## src/rtl/alarm_set_ctrl.sv

```systemverilog
// Mode/set sequencer for the alarm clock: stages hour/minute edits and commits
// them to the time and alarm registers through one-cycle enable strobes.
module alarm_set_ctrl #(
  parameter int unsigned TIMEOUT = 10
) (
  input  logic       Clock,
  input  logic       Clear,
  input  logic       Mode,
  input  logic       Inc,
  input  logic       Tick,
  input  logic [4:0] Cur_hr,
  input  logic [5:0] Cur_min,
  input  logic [4:0] Alm_hr,
  input  logic [5:0] Alm_min,
  output logic [4:0] D_hr,
  output logic [5:0] D_min,
  output logic       En_t_hr,
  output logic       En_t_min,
  output logic       En_a_hr,
  output logic       En_a_min,
  output logic [2:0] Set_state,
  output logic       Blink
);

  typedef enum logic [2:0] {
    RUN       = 3'd0,
    SET_T_HR  = 3'd1,
    SET_T_MIN = 3'd2,
    LOAD_A    = 3'd3,
    SET_A_HR  = 3'd4,
    SET_A_MIN = 3'd5
  } state_t;

  localparam int unsigned IW = (TIMEOUT > 1) ? $clog2(TIMEOUT) : 1;
  localparam logic [IW-1:0] IDLE_LAST = IW'(TIMEOUT - 1);

  state_t        state_q;
  logic [4:0]    d_hr_q;
  logic [5:0]    d_min_q;
  logic          en_t_hr_q, en_t_min_q, en_a_hr_q, en_a_min_q;
  logic          blink_q;
  logic [IW-1:0] idle_q;

  logic [4:0]    hr_inc_d;
  logic [5:0]    min_inc_d;

  // >= rather than == so out-of-range staging values also wrap to 0
  always_comb begin
    hr_inc_d  = (d_hr_q  >= 5'd23) ? '0 : d_hr_q + 5'd1;
    min_inc_d = (d_min_q >= 6'd59) ? '0 : d_min_q + 6'd1;
  end

  always_ff @(posedge Clock or negedge Clear) begin
    if (!Clear) begin
      state_q    <= RUN;
      d_hr_q     <= '0;
      d_min_q    <= '0;
      en_t_hr_q  <= 1'b0;
      en_t_min_q <= 1'b0;
      en_a_hr_q  <= 1'b0;
      en_a_min_q <= 1'b0;
      blink_q    <= 1'b0;
      idle_q     <= '0;
    end else begin
      en_t_hr_q  <= 1'b0;
      en_t_min_q <= 1'b0;
      en_a_hr_q  <= 1'b0;
      en_a_min_q <= 1'b0;
      case (state_q)
        RUN: begin
          blink_q <= 1'b0;
          idle_q  <= '0;
          if (Mode) begin
            d_hr_q  <= Cur_hr;
            d_min_q <= Cur_min;
            state_q <= SET_T_HR;
          end
        end
        LOAD_A: begin
          if (Tick) blink_q <= ~blink_q;
          d_hr_q  <= Alm_hr;
          d_min_q <= Alm_min;
          state_q <= SET_A_HR;
        end
        SET_T_HR, SET_T_MIN, SET_A_HR, SET_A_MIN: begin
          if (Tick) blink_q <= ~blink_q;
          if (Mode) begin
            idle_q <= '0;
            case (state_q)
              SET_T_HR:  begin en_t_hr_q  <= 1'b1; state_q <= SET_T_MIN; end
              SET_T_MIN: begin en_t_min_q <= 1'b1; state_q <= LOAD_A;    end
              SET_A_HR:  begin en_a_hr_q  <= 1'b1; state_q <= SET_A_MIN; end
              default:   begin en_a_min_q <= 1'b1; state_q <= RUN; blink_q <= 1'b0; end
            endcase
          end else if (Inc) begin
            idle_q <= '0;
            if (state_q == SET_T_HR || state_q == SET_A_HR) d_hr_q <= hr_inc_d;
            else                                            d_min_q <= min_inc_d;
          end else if (Tick) begin
            if (idle_q >= IDLE_LAST) begin
              state_q <= RUN;
              idle_q  <= '0;
              blink_q <= 1'b0;
            end else begin
              idle_q <= idle_q + 1'b1;
            end
          end
        end
        default: begin
          state_q <= RUN;
          blink_q <= 1'b0;
          idle_q  <= '0;
        end
      endcase
    end
  end

  assign D_hr      = d_hr_q;
  assign D_min     = d_min_q;
  assign En_t_hr   = en_t_hr_q;
  assign En_t_min  = en_t_min_q;
  assign En_a_hr   = en_a_hr_q;
  assign En_a_min  = en_a_min_q;
  assign Set_state = state_q;
  assign Blink     = blink_q;

endmodule

```

## config.mk

```make
export PLATFORM = sky130hd
export DESIGN_NAME = alarm_set_ctrl
export DESIGN_NICKNAME = d
export VERILOG_FILES = /design/src/rtl/alarm_set_ctrl.sv
export SDC_FILE = /design/constraint.sdc
export NUM_CORES = 1
export LEC_CHECK = 0
export BUFFER_PORTS_ARGS = -buffer_cell sky130_fd_sc_hd__buf_2
export CORE_ASPECT_RATIO = 2
export CORE_MARGIN = 1.5
export CORE_UTILIZATION = 57
export DETAILED_ROUTE_END_ITERATION = 16
export PLACE_DENSITY = 0.84
export RECOVER_POWER = 25
export SETUP_SLACK_MARGIN = 0.3
export SYNTH_ARGS = -nofsm -noshare
export SYNTH_HDL_FRONTEND = slang
export SYNTH_SLANG_ARGS = --single-unit
```

## constraint.sdc

```tcl
create_clock -name Clock -period 4.7 [get_ports Clock]
set_input_delay 0.235 -clock Clock [delete_from_list [all_inputs] [get_ports Clock]]
set_output_delay 0.235 -clock Clock [all_outputs]
set_load 0.1 [all_outputs]
```

==> results.txt <==
status -> finished, final reports clean
Post-synth EDFFs -> 0
io pins -> 46
DRC viols -> 0
CP arrival -> 2450 ps
worst stage delay on the critical path -> 1080 ps
Final min period -> 2280 ps
Slew Limit Headroom -> 14.2%
ys flop type -> dfrtp_1
Routed WL per cell -> 17.8 µm
vias in the first global route -> 1614
R2R cell count -> 4
Tcrit/Tclk final -> 48.5%
distinct cell type count of the synthesized netlist -> 59
worst skew pair latency -> 270 ps
share of cells above drive strength 1 -> 26.3%
# rows -> 28
initial antenna violation count -> 0
setup TNS -> 0 ps
Critical Path Start Type -> register
crit path capture type -> register
Cells on Worst Hold Path -> 3
Final Hold Viols -> 0
FMAX -> 0.438 GHz
Worst R2R Setup Slack -> 2420 ps
vias -> 1753
Crit Path Max Fanout -> 34
MaxCap Viol Count -> 0
Mapped Cells -> 197
die height -> 82.6 µm
setup bufs post-CTS -> 0
Mapped Area -> 1810 µm²
Max Buffers Root-to-Sink -> 2
syn_nets -> 229
Final Skew -> 5.40 ps
Hold Path Origin -> Cur_min[4]
Yosys warnings -> 0
Vias/cell -> 6.59
DP Wirelength -> 3.50 mm
Port Buffer Count -> 45
root buf cell -> clkbuf_8
Yosys reg bits -> 23
first-pass GRT wire length -> 7.29 mm
# nets final -> 269
Final ANT Viol Nets -> 0
Worst Setup Slack, final -> 2420 ps
clock sink total -> 23
count of pins over their slew limit -> 0
RSZ-0062 raised after global routing -> no
post-place setup slack -> 2480 ps
final wirelength -> 4.74 mm
DRT Pass-1 Iters -> 5
CTS tree -> done
H-Tree Depth -> 1
Reg clk slew, reported paths -> 90 ps
Die Wd -> 42.8 µm
setup violators final -> 0
largest net degree at the start of global routing -> 35
worst-margin pin slew -> 1290 ps
Diodes inserted -> 0
Inserted Clock Buffers -> 3
Setup CP Type -> register to register
core area -> 2980 µm²
Starting Density -> 60.7%
Avg Cell Area, Syn -> 9.17 µm²
Iter 0 DRT Violations -> 81
Slowest cell on crit path -> dfrtp_1
worst-path cell chain -> nand4bb_1 > a21oi_2 > or2_4 > mux2_2
aggregate global-route resource usage -> 27.3%
Worst EP required -> 4870 ps
Post-synth ARST share -> 100%
area growth from synthesis to final layout -> 13.4%
worst hold endpoint -> D_min[4]$_DFFE_PN0P_
Worst Hold Class -> input pin to register
Routability Congestion -> 0.932
die area -> 3540 µm²
register area share after synthesis -> 31.9%
total global routing overflow -> 0
worst r2r dst -> D_min[0]$_DFFE_PN0P_
worst r2r src -> Set_state[2]$_DFFE_PN0P_
[logic make-up (layout without fill, tap and decap cells)]
| family | Yosys count | count (layout) | share of synthesized area, % |
|---|---|---|---|
| multiplexers | 6 | 6 | 3.60 |
| XOR/XNOR | 2 | 2 | 0.970 |
| buffers and inverters | 19 | 58 | 5.89 |
| flip-flops | 23 | 23 | 31.9 |
| AND/OR/NAND/NOR | 79 | 79 | 26.1 |
| adder cells (fa/ha/maj) | 5 | 5 | 3.46 |
| AO/OA/AOI/OAI | 63 | 63 | 28.1 |
[registers in the layout, indices dropped and copies added (netlist names)]
register   cells
D_hr           5
En_a_hr        1
En_a_min       1
En_t_min       1
D_min          6
Set_state      3
idle_q         4
Blink          1
En_t_hr        1
[layer usage]
metal / global-route usage [%] / share of wire [%] / routed length (µm) / vias up
met2: 51.1 / 55 / 2590 / 70
met4: 14.1 / 3.3 / 155 / 0
met5: 0 / 0 / 0 / -
li1: - / - / - / 837
met3: 1.74 / 4.2 / 199 / 13
met1: 29.9 / 38 / 1800 / 833
[worst max path at each step]
| stage | start | end | slack, ps | cells past startpoint |
|---|---|---|---|---|
| after floorplan | Set_state[0]$_DFFE_PN0P_ | D_min[0]$_DFFE_PN0P_ | 2480 | 5 |
| after global placement | Set_state[2]$_DFFE_PN0P_ | D_min[0]$_DFFE_PN0P_ | 2540 | 4 |
| after detailed placement | Set_state[2]$_DFFE_PN0P_ | D_min[0]$_DFFE_PN0P_ | 2480 | 4 |
| after CTS | Set_state[2]$_DFFE_PN0P_ | D_min[0]$_DFFE_PN0P_ | 2480 | 4 |
| after global routing | Set_state[2]$_DFFE_PN0P_ | D_min[0]$_DFFE_PN0P_ | 2270 | 4 |
| final | Set_state[2]$_DFFE_PN0P_ | D_min[0]$_DFFE_PN0P_ | 2420 | 4 |
[synth_stat cells, types with 3 or more instances]
cell type  number  share of area [%]
a21oi_1         8                2.2
a22o_1          7                3.4
a22oi_1         4                1.7
a31oi_1         4                1.4
and3_1          5                1.7
buf_2           7                1.9
buf_6           3                1.9
dfrtp_1        23                 32
ha_1            5                3.5
inv_1           8                1.7
nand2_1        13                2.7
nand3_1         6                1.7
nand3b_1        4                1.7
nor2_1         14                2.9
nor2b_1         7                2.4
nor3_1          5                1.4
nor3b_1         3                1.2
o211ai_1        3                1.2
o21ai_0         4                1.1
o221ai_1        3                1.5
o22ai_1         5                1.7
o2bb2ai_1       4                1.9
[critical path: cells and delay by family, from the launching register on]
family,cells,cell delay [ps]
AO/OA/AOI/OAI,1,350
flip-flops,1,1080
AND/OR/NAND/NOR,2,420
multiplexers,1,330
[cell usage in the layout, fill, tap and decap left out, types with 6 or more instances in the layout]
master and count:
inv_1 8, nor2_1 14, nor2b_1 7, a21oi_1 8, buf_2 44, nand2_1 13
nand3_1 6, dfrtp_1 23, a22o_1 7
[per-stage QoR]
| step | cells | instance area, µm² | utilization [%] | hold WS (ps) |
|---|---|---|---|---|
| after global routing | 266 | 2050 | 68.8 | 321 |
| after global placement | 261 | 1990 | 66.9 | 238 |
| after detailed placement | 261 | 1990 | 66.9 | 244 |
| after CTS | 266 | 2050 | 68.8 | 300 |
| final | 266 | 2050 | 68.8 | 299 |
| after floorplan | 197 | 1810 | - | -60.6 |
[repair_timing]
| item | CTS | global route |
|---|---|---|
| hold buffers | 1 | 0 |
| resized for setup | 0 | 0 |
| hold endpoints to repair | 23 | 0 |
[final cells by class]
cell class,instances,area (µm²)
Fill cell,259,930
Timing Repair Buffer,46,234
Clock buffer,3,41.3
Tap cell,30,37.5
Inverter,8,30.0
Clock inverter,1,5.00
Sequential cell,23,576
Multi-Input combinational cell,155,1120
Power is left out: the tool's default activity adds up to more than one toggle a clock period on the data nets, which glitch-free logic cannot reach.
